===== src/rtl/video_timing_gen.sv =====
// Raster timing generator with built-in test patterns (constant, ramps, 8x8 checkerboard).
// Define VIDEO_TIMING_GEN_FRAME_CNT_EN to add a frame counter output that scrolls the ramps.
module video_timing_gen #(
   parameter int DE_O_PERIOD    = 0,
   parameter int LINE_SIZE_MAX  = 1024,
   parameter int LINE_COUNT_MAX = 1024,
   parameter int DATA_WIDTH     = 12
) (
   input  logic                                clk,
   input  logic                                rst,
   input  logic                                enable,
   input  logic [$clog2(LINE_SIZE_MAX+1)-1:0]  pix_count,
   input  logic [$clog2(LINE_COUNT_MAX+1)-1:0] line_count,
   input  logic [15:0]                         hblank,
   input  logic [15:0]                         vblank,
   input  logic [1:0]                          pattern,
   input  logic [DATA_WIDTH-1:0]               const_val,
   output logic [DATA_WIDTH-1:0]               do_o,
   output logic                                de_o,
   output logic                                hs_o,
   output logic                                vs_o,
`ifdef VIDEO_TIMING_GEN_FRAME_CNT_EN
   output logic [15:0]                         frame_cnt,
`endif
   output logic                                busy
);
   localparam int PW  = $clog2(LINE_SIZE_MAX+1);
   localparam int LW  = $clog2(LINE_COUNT_MAX+1);
   localparam int PER = (DE_O_PERIOD > 1) ? DE_O_PERIOD : 1;
   localparam int SW  = (PER > 1) ? $clog2(PER) : 1;
   localparam logic [PW-1:0] P_ONE = PW'(1);
   localparam logic [LW-1:0] L_ONE = LW'(1);
   localparam logic [SW-1:0] S_ONE = SW'(1);
   localparam logic [SW-1:0] S_LAST = SW'(PER-1);

   typedef enum logic [1:0] {IDLE, ACTIVE, HBLANK, VBLANK} state_t;

   state_t                state_q, state_d;
   logic [PW-1:0]         pix_q, pix_d, pixl_q, pixl_d;
   logic [LW-1:0]         line_q, line_d, linel_q, linel_d;
   logic [SW-1:0]         sub_q, sub_d;
   logic [15:0]           blank_q, blank_d, hbl_q, hbl_d, vbl_q, vbl_d;
   logic [1:0]            pat_q, pat_d;
   logic [DATA_WIDTH-1:0] cv_q, cv_d, do_q, do_d;
   logic                  de_q, de_d, hs_q, hs_d, vs_q, vs_d, busy_q, busy_d;
   logic                  load;
   logic [31:0]           ofs;

`ifdef VIDEO_TIMING_GEN_FRAME_CNT_EN
   logic [15:0] fc_q, fc_d;
   assign ofs       = 32'(fc_q);
   assign frame_cnt = fc_q;
`else
   assign ofs = 32'd0;
`endif

   function automatic logic [DATA_WIDTH-1:0] pix_value(input logic [1:0] sel, input logic [31:0] x,
                                                       input logic [31:0] y, input logic [31:0] o,
                                                       input logic [DATA_WIDTH-1:0] cv);
      case (sel)
         2'd0:    return cv;
         2'd1:    return DATA_WIDTH'(x + o);
         2'd2:    return DATA_WIDTH'(y + o);
         default: return (((x ^ y) & 32'd8) != 32'd0) ? '1 : '0;
      endcase
   endfunction

   always_comb begin
      state_d = state_q;
      pix_d   = pix_q;
      line_d  = line_q;
      sub_d   = sub_q;
      blank_d = blank_q;
      pixl_d  = pixl_q;
      linel_d = linel_q;
      hbl_d   = hbl_q;
      vbl_d   = vbl_q;
      pat_d   = pat_q;
      cv_d    = cv_q;
      load    = 1'b0;
`ifdef VIDEO_TIMING_GEN_FRAME_CNT_EN
      fc_d    = fc_q;
`endif
      case (state_q)
         IDLE: begin
            if (enable) begin
               state_d = ACTIVE;
               load    = 1'b1;
            end
         end
         ACTIVE: begin
            if (sub_q == S_LAST) begin
               sub_d = '0;
               if (pix_q == pixl_q - P_ONE) begin
                  pix_d   = '0;
                  blank_d = '0;
                  state_d = HBLANK;
               end else begin
                  pix_d = pix_q + P_ONE;
               end
            end else begin
               sub_d = sub_q + S_ONE;
            end
         end
         HBLANK: begin
            if (blank_q == hbl_q - 16'd1) begin
               blank_d = '0;
               if (line_q == linel_q - L_ONE) begin
                  line_d  = '0;
                  state_d = VBLANK;
               end else begin
                  line_d  = line_q + L_ONE;
                  state_d = ACTIVE;
               end
            end else begin
               blank_d = blank_q + 16'd1;
            end
         end
         default: begin
            if (blank_q == vbl_q - 16'd1) begin
               blank_d = '0;
`ifdef VIDEO_TIMING_GEN_FRAME_CNT_EN
               fc_d    = fc_q + 16'd1;
`endif
               if (enable) begin
                  state_d = ACTIVE;
                  load    = 1'b1;
               end else begin
                  state_d = IDLE;
               end
            end else begin
               blank_d = blank_q + 16'd1;
            end
         end
      endcase
      // Zero-valued geometry is promoted to 1 so every counter has a reachable terminal value.
      if (load) begin
         pixl_d  = (pix_count == '0) ? P_ONE : pix_count;
         linel_d = (line_count == '0) ? L_ONE : line_count;
         hbl_d   = (hblank == 16'd0) ? 16'd1 : hblank;
         vbl_d   = (vblank == 16'd0) ? 16'd1 : vblank;
         pat_d   = pattern;
         cv_d    = const_val;
      end
      de_d   = (state_q == ACTIVE) && (sub_q == '0);
      hs_d   = (state_q != ACTIVE);
      vs_d   = (state_q == ACTIVE) || (state_q == HBLANK);
      busy_d = (state_q != IDLE);
      do_d   = de_d ? pix_value(pat_q, 32'(pix_q), 32'(line_q), ofs, cv_q) : do_q;
   end

   always_ff @(posedge clk or posedge rst) begin
      if (rst) begin
         state_q <= IDLE;
         pix_q   <= '0;
         line_q  <= '0;
         sub_q   <= '0;
         blank_q <= '0;
         pixl_q  <= '0;
         linel_q <= '0;
         hbl_q   <= '0;
         vbl_q   <= '0;
         pat_q   <= '0;
         cv_q    <= '0;
         do_q    <= '0;
         de_q    <= 1'b0;
         hs_q    <= 1'b1;
         vs_q    <= 1'b0;
         busy_q  <= 1'b0;
`ifdef VIDEO_TIMING_GEN_FRAME_CNT_EN
         fc_q    <= '0;
`endif
      end else begin
         state_q <= state_d;
         pix_q   <= pix_d;
         line_q  <= line_d;
         sub_q   <= sub_d;
         blank_q <= blank_d;
         pixl_q  <= pixl_d;
         linel_q <= linel_d;
         hbl_q   <= hbl_d;
         vbl_q   <= vbl_d;
         pat_q   <= pat_d;
         cv_q    <= cv_d;
         do_q    <= do_d;
         de_q    <= de_d;
         hs_q    <= hs_d;
         vs_q    <= vs_d;
         busy_q  <= busy_d;
`ifdef VIDEO_TIMING_GEN_FRAME_CNT_EN
         fc_q    <= fc_d;
`endif
      end
   end

   assign do_o = do_q;
   assign de_o = de_q;
   assign hs_o = hs_q;
   assign vs_o = vs_q;
   assign busy = busy_q;

endmodule


===== config.mk =====
export PLATFORM = sky130hd
export DESIGN_NAME = video_timing_gen
export DESIGN_NICKNAME = d
export VERILOG_FILES = /design/src/rtl/video_timing_gen.sv
export SDC_FILE = /design/constraint.sdc
export NUM_CORES = 1
export LEC_CHECK = 0
export CAP_MARGIN = 10
export CORE_UTILIZATION = 55
export CTS_BUF_LIST = sky130_fd_sc_hd__clkbuf_4
export DETAILED_ROUTE_END_ITERATION = 10
export GPL_TIMING_DRIVEN = 0
export PLACE_DENSITY = 0.78
export SLEW_MARGIN = 30
export SYNTH_ARGS = -nofsm -noshare
export SYNTH_HDL_FRONTEND = slang
export SYNTH_SLANG_ARGS = --single-unit

===== constraint.sdc =====
create_clock -name clk -period 6.4 [get_ports clk]
set_clock_uncertainty 0.2 [all_clocks]
set_input_delay 1.28 -clock clk [delete_from_list [all_inputs] [get_ports clk]]
set_output_delay 1.28 -clock clk [all_outputs]
set_load 0.03 [all_outputs]

== After elaboration in Yosys (flattened, before gate mapping) ==
Cells that the tools add are included.

* Bits in registers: 125
* Latch bits: 0
* RAM bits: 0
* ROM bits: 0
* Input bits: 71
* Output and inout port bits: 16
* Word-level logic and storage cells: 80
* Memories kept: 0

* Add/sub/neg operators: 8
* Multiply operators: 0
* Div/mod/pow operators: 0
* $lt $le $gt $ge: 0
* Equality and inequality tests: 13
* Shift operators: 0
* Muxes and demuxes: 25
* Bitwise gates (word level): 3
* Reduce and logical (&&, ||, !) cells: 15

{| class="wikitable"
|+ Operators by type and width
! operator !! count
|-
| 2-to-1 mux 16 bit || 6
|-
| case mux 16 bit (3 select lines) || 1
|-
| 2-to-1 mux 11 bit || 4
|-
| case mux 12 bit (3 select lines) || 1
|-
| equality test 16 bit || 2
|-
| logical NOT 16 bit || 2
|-
| subtractor 16 x 1 -> 16 bit (second input constant) || 2
|-
| adder 11 x 1 -> 11 bit (second input constant) || 2
|-
| equality test 11 bit || 2
|-
| logical NOT 11 bit || 2
|-
| subtractor 11 x 1 -> 11 bit (second input constant) || 2
|-
| adder 16 x 1 -> 16 bit (second input constant) || 1
|-
| 2-to-1 mux 12 bit || 1
|-
| 2-to-1 mux 2 bit || 6
|-
| inequality test 2 bit (second input constant) || 4
|-
| case mux 2 bit (3 select lines) || 1
|-
| AND reduction 5 bit || 1
|-
| equality test 2 x 1 -> 1 bit (second input constant) || 2
|-
| equality test 2 bit (second input constant) || 2
|-
| logical NOT 2 bit || 2
|-
| 2-to-1 mux 1 bit || 4
|-
| AND reduction 2 bit || 2
|-
| nonzero test 4 bit || 1
|-
| bitwise XOR 4 bit || 1
|-
| 9 further kinds || 10
|}

== Longest topological paths before layout ==
Gate-level depths: netlist (run 1).

* Word-level depth: 5
* Mapped depth: 13
* Mapped depth without buffers: 10

== Worst setup path after synthesis (run 1) ==
Ideal clock, no wire load.

* Path type: register to register
* Start point: register hbl_q[0]
* End point: register blank_q[0]
* Setup time: 0.125 ns
* Arrival time: 2.959 ns
* Data required time: 6.075 ns
* Path slack: 3.116 ns
* Cell stages (with the launch flop): 12
* Buffers on the path: 1
* Period minus slack after synthesis: 3.284 ns
* Cells stage by stage: dfrtp_1 -> inv_1 -> ha_1 -> or3b_2 -> o41ai_2 -> nand3_1 -> or4b_4 -> o41ai_1 -> o21bai_1 -> buf_2 -> nor2_1 -> mux2_2

* Word-level cells in the longest chain between the ends: 4

{| class="wikitable"
|+ Ends and longest elaborated chain
! item !! line !! source
|-
| start: declaration || 42 || <nowiki>logic [15:0] blank_q, blank_d, hbl_q, hbl_d, vbl_q, vbl_d;</nowiki>
|-
| start signal: assignment || 181 || <nowiki>hbl_q <= hbl_d;</nowiki>
|-
| subtractor 16 x 1 -> 16 bit || 106 || <nowiki>if (blank_q == hbl_q - 16'd1) begin</nowiki>
|-
| equality test 16 bit || 106 ||
|-
| 2-to-1 mux 16 bit || 106 ||
|-
| case mux 16 bit (3 select lines) || 84 || <nowiki>case (state_q)</nowiki>
|-
| end signal: assignment || 178 || <nowiki>blank_q <= blank_d;</nowiki>
|-
| end: declaration || 42 ||
|}

Every way passes these cells.
A chain may end at the register's enable or synchronous reset.

== Final worst setup path (run 1) ==
Same ends and word-level chain as after synthesis.

==> summary.md, run 1 <==
| Metric | Value |
|---|---|
| Status | finished clean |
| # fillers | between 1,000 and 1,500 |
| Netlist cell types | 72 |
| DRT iter0 DRCs | 460 |
| Post-DP HPWL | 13,900 um |
| Worst-skew pair later-pin latency | 0.56 ns |
| Largest net degree at the start of global routing | between 80 and 90 |
| Cell Area, Synth | 0.00752 mm2 |
| Most frequent cells after synthesis | 123 x dfrtp_1, 51 x mux2_2, 51 x nand2_1 |
| First-pass iteration count of the detailed router | 5 |
| Synth Net Count | between 800 and 900 |
| Critical path class | reg2reg |
| Reg area | between 0.003 and 0.004 mm2 |
| Vias in the first global route | around 6,400 |
| Nets | about 960 |
| CTS tree | done |
| DRC viols | 0 |
| Slowest stage delay, CP | between 0.5 and 0.6 ns |
| Top post-synthesis cells by area | dfrtp_1 41%, mux2_2 7.6%, xnor2_1 5.4% |
| H-tree Lvls | 4 |
| I/O Pins | 87 |
| Ys flop type | dfrtp_1 |
| Achievable Freq | between 0.2 and 0.3 GHz |
| Leak | between 3 and 4 nW |
| Pre-CTS setup slack | 2.57 ns |
| Initial antenna violation count | 1 |
| Chip height | 119 um |
| Cell with the most instances after synthesis | dfrtp_1 |
| CP cell instances | inv_1 > ha_1 > or3b_2 > o41ai_2 > nand3_1 > or4b_4 > o41ai_1 > o21bai_1 > buf_2 > nor2_1 > mux2_2 |
| GRT overflow | 0 |
| CTS-repair resized insts | 0 |
| Hold crit path type | reg2reg |
| Worst-path clk slew | around 0.11 ns |
| Delay-heaviest family, CP | simple AND/OR/NAND/NOR gates |
| Flops & latches, synth | around 120 |
| Max-Slew Margin vs Limit | between 40% and 50% |
| Final setup TNS | 0 ns |
| Worst setup SP type | flip-flop |
| Max-Cap Viols | 0 |
| Crit Path Max Fanout | 10 |
| Top-area cell type share of the netlist area | approximately 40% |
| Fin. Hold Viols | 0 |
| Fin crit period | slightly below 4 ns |
| Post-Synthesis Cells | a little under 800 |
| Util after Layout | between 60% and 70% |
| Synth async-reset ratio | 100% |
| Setup crit end kind | flip-flop |
| Max clock buf depth | 2 |
| Setup violation total in the final timing report | 0 |
| Die area | 0.0141 mm2 |
| Critical path arrival | 4.16 ns |
| Worst ir drop on vdd | between 200 and 250 uV |
| Vias | 6,476 |
| Worst setup margin | between 2 and 2.5 ns |
| Core ar. | roughly 0.013 mm2 |
| RSZ-0062 raised after global routing | no |
| Total power divided by cell area | 446 mW/mm2 |
| CP required | roughly 6.6 ns |
| Critical path buffers and inverters | 2 |
| Via density | between 6 and 7 |
| Slew @ Worst Pin | 0.885 ns |
| Multi-input combinational cell area | just over 0.004 mm2 |
| Area leader, netlist | dfrtp_1 |
| Number of routed nets with antenna violations | 0 |
| FP Rows | between 40 and 50 |
| # hold bufs at CTS | 0 |
| Initial Utilization | 56.5% |
| Crit-path slowest cell | or4b_4 |
| Routed WL | between 15,000 and 20,000 um |
| Slew Viols, Final | 0 |
| Layout cells sized above 1 | around an eighth |
| WL/cell | 17.3 um |
| Area Growth Syn to Fin | 19.1% |
| Clock sinks | 124 |
| Period Utilization, post-route | between 60% and 70% |
| CTS Buf Count | 17 |
| YS warnings | 0 |
| Port Buffers | 86 |
| Mapped Avg Cell Area | between 9 and 10 um2 |
| Final estimated routing congestion in global placement | about 0.87 |
| Post CTS Setup Buffer Count | 0 |
| Global-route wire length before repair | 30,700 um |
| Post-synth EDFFs | 0 |
| Sequential fraction of the synthesis area | between 40% and 50% |
| Total track usage | roughly 28% |
| Die W | about 120 um |
| Root Driver | clkbuf_4 |
[registers in the layout, summed over array words and instances (netlist names)]
name,flops
do_o,12
hbl_q,16
line_q,11
linel_q,11
busy,1
pat_q,2
vbl_q,16
state_q,2
cv_q,12
de_o,1
pixl_q,11
pix_q,11
blank_q,16
hs_o,1
vs_o,1
[routing by layer]
layer	track usage, %	part of all wire (%)	up-vias
li1	-	-	3029
met1	34.9	44	3200
met2	46.7	50	219
met3	5.17	4.7	28
met4	11.6	1.9	0
met5	0	0	-
[worst paths after layout]
check	from	endpoint	slack [ns]	depth (start not counted)
setup reg to reg	hbl_q[0]	blank_q[0]	2.49	11
hold / removal	do_o[2]	do_o[2]	0.31	1
max in group asynchronous	rst	hbl_q[12]	4.41	3
min in group asynchronous	rst	pixl_q[0]	0.88	2
setup / recovery	hbl_q[0]	blank_q[0]	2.49	11
hold reg to reg	do_o[2]	do_o[2]	0.31	1
[layout make-up]
class | count | area share, %
antenna | 1 | 0.0279
sequential | 124 | 34.7
timing repair buffer | 87 | 9.92
multi-input combinational | 575 | 45.9
clock buffer | 19 | 1.59
buffer | 50 | 2.39
inverter | 24 | 1.09
tap | 176 | 2.46
clock inverter | 13 | 1.94
[through the flow]
step | area (um2) | cells | hold WS (ns) | total power (W)
CTS | 8950 | 1068 | 0.316 | 0.00399
global route | 8950 | 1069 | 0.325 | 0.00426
detailed placement | 8630 | 1036 | 0.290 | 0.00337
floorplan | 7520 | 773 | 0.277 | 0.00281
finish | 8950 | 1069 | 0.311 | 0.00400
global placement | 8600 | 1035 | 0.284 | 0.00327
[layout by cell type, fill, tap and decap left out, types with 4 or more instances in the layout]
cell type and n:
a21oi_1 22, a2bb2oi_1 4, a31oi_1 6, a41oi_1 4
and3_1 16, buf_2 9, bufinv_16 4, clkbuf_1 37
clkbuf_4 19, clkdlybuf4s50_1 86, dfrtp_1 123, ha_1 11
inv_1 23, mux2_1 16, mux2_2 51, mux2i_1 19
nand2_1 51, nand2b_1 9, nand3_1 23, nand4_1 20
nor2_1 48, nor2b_1 9, nor3_1 25, nor3b_1 5
nor4_1 22, o21ai_0 32, o21ai_1 13, o21bai_1 7
o22a_1 10, o31ai_1 5, o41ai_1 4, or4_1 4
xnor2_1 46, xor2_1 31
[logic make-up (layout without fill, tap and decap cells)]
group                      count (synthesis)  count (layout)  synth area share, %
adders and majority gates                 11              11                 1.83
and+or+nand+nor                          257             257                 18.3
DFF                                      124             124                 41.3
xor gates and xnor gates                  77              77                 8.97
other                                      0               1                    0
AOI/OAI and AO/OA                        144             144                 13.0
muxes                                     86              86                 12.6
buffers and inverters                     74             193                 4.04
[report_power, final]
| part | switching [W] | total (W) | leakage (nW) | internal (W) |
|---|---|---|---|---|
| registers | 0.000326 | 0.00142 | 1.53 | 0.00110 |
| clock network | 0.000297 | 0.000611 | 0.163 | 0.000314 |
| logic | 0.00105 | 0.00196 | 1.92 | 0.000910 |
| total | 0.00168 | 0.00400 | 3.61 | 0.00232 |
Note: power is estimated with default switching activity, not from simulation.
==> run 2, diff against run 1 <==
Settings changed: CORE_UTILIZATION 55 to 53.
Clock period 6.4 ns to 3.5 ns, I/O delays scaled along.
==> run 2 against run 1 <==
Worst setup slack got worse by 2.4 ns. Total power is 82% higher. Register-to-register slack lost 2.4 ns. Die area rose by 3.7%. Critical endpoint is now blank_q[7].
==> summary.md, run 2 (synthesis results as in run 1) <==
| Metric | Value |
|---|---|
| Status | finished clean |
| Util after Layout | ~66% |
| FP Rows | 43 |
| Vias in the first global route | about 6,000 |
| Worst R2R Path Depth | 11 |
| Via density | 5.87 |
| Fin crit period | 3.41 ns |
| Commonest cells after routing, fill and taps aside | 122 x dfrtp_1, 86 x clkdlybuf4s50_1, 51 x mux2_2 |
| Reg2reg start | hbl_q[1] |
| Reg area | approximately 0.0031 mm2 |
| First-pass iteration count of the detailed router | 5 |
| Critical path arrival | roughly 3.6 ns |
| Max-Slew Margin vs Limit | a little over half |
| CTS tree | done |
| Int Power | between 0.004 and 0.005 W |
| Worst-path clk slew | between 0.1 and 0.15 ns |
| Slowest stage delay, CP | 0.52 ns |
| Antenna diodes | 0 |
| Multi-input combinational cell area | 0.00419 mm2 |
| Gate power share | 50.9% |
| Worst-skew pair later-pin latency | between 0.5 and 0.6 ns |
| Vias | between 6,000 and 7,000 |
| Post-DP HPWL | ~13,000 um |
| FF-to-FF End | blank_q[7] |
| Most frequent CP cell | o41ai_2 |
| GRT overflow | 0 |
| Crit Path Max Fanout | 5 |
| Nets | ~970 |
| Die area | 0.0147 mm2 |
| Crit-path slowest cell | or4b_4 |
| # placed instances | 1,044 |
| Fin. Hold Viols | 0 |
| Clock sinks | roughly 120 |
| Layout cells sized above 1 | between 10% and 20% |
| Area Growth Syn to Fin | 21.2% |
| Hold crit path type | in2async |
| Critical path buffers and inverters | 2 |
| Global-route wire length before repair | slightly below 30,000 um |
| Setup crit end kind | flip-flop |
| Worst ir drop on vdd | slightly below 400 uV |
| Leak | between 3 and 4 nW |
| Final cell count without fillers | 1,078 |
| Number of routed nets with antenna violations | 0 |
| R2R Setup Slk | just over 0.09 ns |
| DRT iter0 DRCs | roughly 330 |
| Setup violation total in the final timing report | 0 |
| Final estimated routing congestion in global placement | ~0.9 |
| Root Driver | clkbuf_4 |
| CP required | approximately 3.7 ns |
| Total power divided by cell area | between 700 and 800 mW/mm2 |
| Slew @ Worst Pin | roughly 0.68 ns |
| Max-Cap Viols | 0 |
| Top Registers | blank_q (16), hbl_q (16), vbl_q (16) |
| # fillers | about 1,200 |
| Critical path class | reg2reg |
| Tot Pwr | between 0.007 and 0.008 W |
| I/O Pins | 87 |
| Worst setup SP type | flip-flop |
| Slew Viols, Final | 0 |
| Pre-CTS setup slack | -0.158 ns |
| Crit. Startpoint | hbl_q[1] |
| Largest net degree at the start of global routing | 30 |
| Routed WL | between 15,000 and 20,000 um |
| CP cell instances | inv_1 > ha_4 > or3b_4 > o41ai_2 > nand3_1 > or4b_4 > o41ai_2 > o21bai_2 > buf_4 > a2bb2oi_1 > o41ai_1 |
| Critical path depth | 11 |
| Core ar. | roughly 0.014 mm2 |
| Die W | 121 um |
| CP Capture Point | blank_q[7] |
| # hold bufs at CTS | 0 |
| Worst setup margin | a little over 0.09 ns |
| Final setup TNS | 0 ns |
| Period Utilization, post-route | 97.3% |
| Max clock buf depth | 2 |
| Chip height | around 120 um |
| Total track usage | 26.1% |
| Clk pwr share | between 10% and 20% |
| H-tree Lvls | 4 |
| CTS Buf Count | 17 |
| WL/cell | 16.6 um |
| Seq pwr share | a little over a third |
| Leading cell type in the layout, fill and taps excluded | dfrtp_1 |
| Achievable Freq | 0.294 GHz |
| Psw | slightly above 0.003 W |
| Initial antenna violation count | 0 |
| Sw Ratio | between 40% and 50% |
| Port Buffers | 86 |
| Delay-heaviest family, CP | compound AO/OA/AOI/OAI gates |
| Initial Utilization | 54.2% |
| DRC viols | 0 |
## run 2: stage by stage
stage / hold slack [ns] / cell area, um2
finish: 0.248 / 9110
global route: 0.214 / 9110
CTS: 0.232 / 9060
detailed placement: 0.289 / 8730
global placement: 0.283 / 8610
floorplan: 0.277 / 7520
## run 2: worst min-delay path by stage
stage	end	depth (start not counted)	slack (ns)
5_1_grt	line_q[6]	2	0.21
4_1_cts	line_q[6]	2	0.23
3_3_place_gp	do_o[1]	1	0.28
3_5_place_dp	do_o[1]	1	0.29
2_1_floorplan	do_o[11]	2	0.28
6_report	line_q[6]	2	0.25
## run 2: per-layer routing
metal,global-route usage [%],vias up,wire [um],share of wire [%]
li1,-,3024,-,-
met1,32.7,3101,7830,44
met2,44.7,178,8960,50
met3,5.64,22,783,4.4
met4,8.10,0,306,1.7
met5,0,-,0,0
## run 2: power groups by stage
stage | clock [W] | sequential (W) | combinational, W
after floorplan | 0 | 0.00262 | 0.00252
after global routing | 0.00107 | 0.00267 | 0.00404
after global placement | 0 | 0.00259 | 0.00344
after detailed placement | 0 | 0.00260 | 0.00355
after CTS | 0.000992 | 0.00258 | 0.00365
final | 0.000975 | 0.00259 | 0.00370
## run 2: area by class of cell
cell class,count,share of cell area (%)
inverters,24,1.03
repair buffers,95,11.1
well taps,180,2.47
clock buffers,21,1.73
flip-flops and latches,124,34.1
plain buffers,48,2.49
clock inverters,11,1.14
multi-input cells,575,46.0
## run 2: timing repair
item	in CTS	in global routing
buffers inserted	3	0
cloned	0	1
pin swaps	2	2
endpoints found under the setup margin	41	92
resized for setup	11	15
## run 2: worst reg2reg max path, delay by kind of cell (launching register included)
family	cells	cell delay, ns
simple gates	3	1.05
flops	1	0.41
fa+ha+maj	1	0.16
compound gates	5	1.21
buf+inv	2	0.26
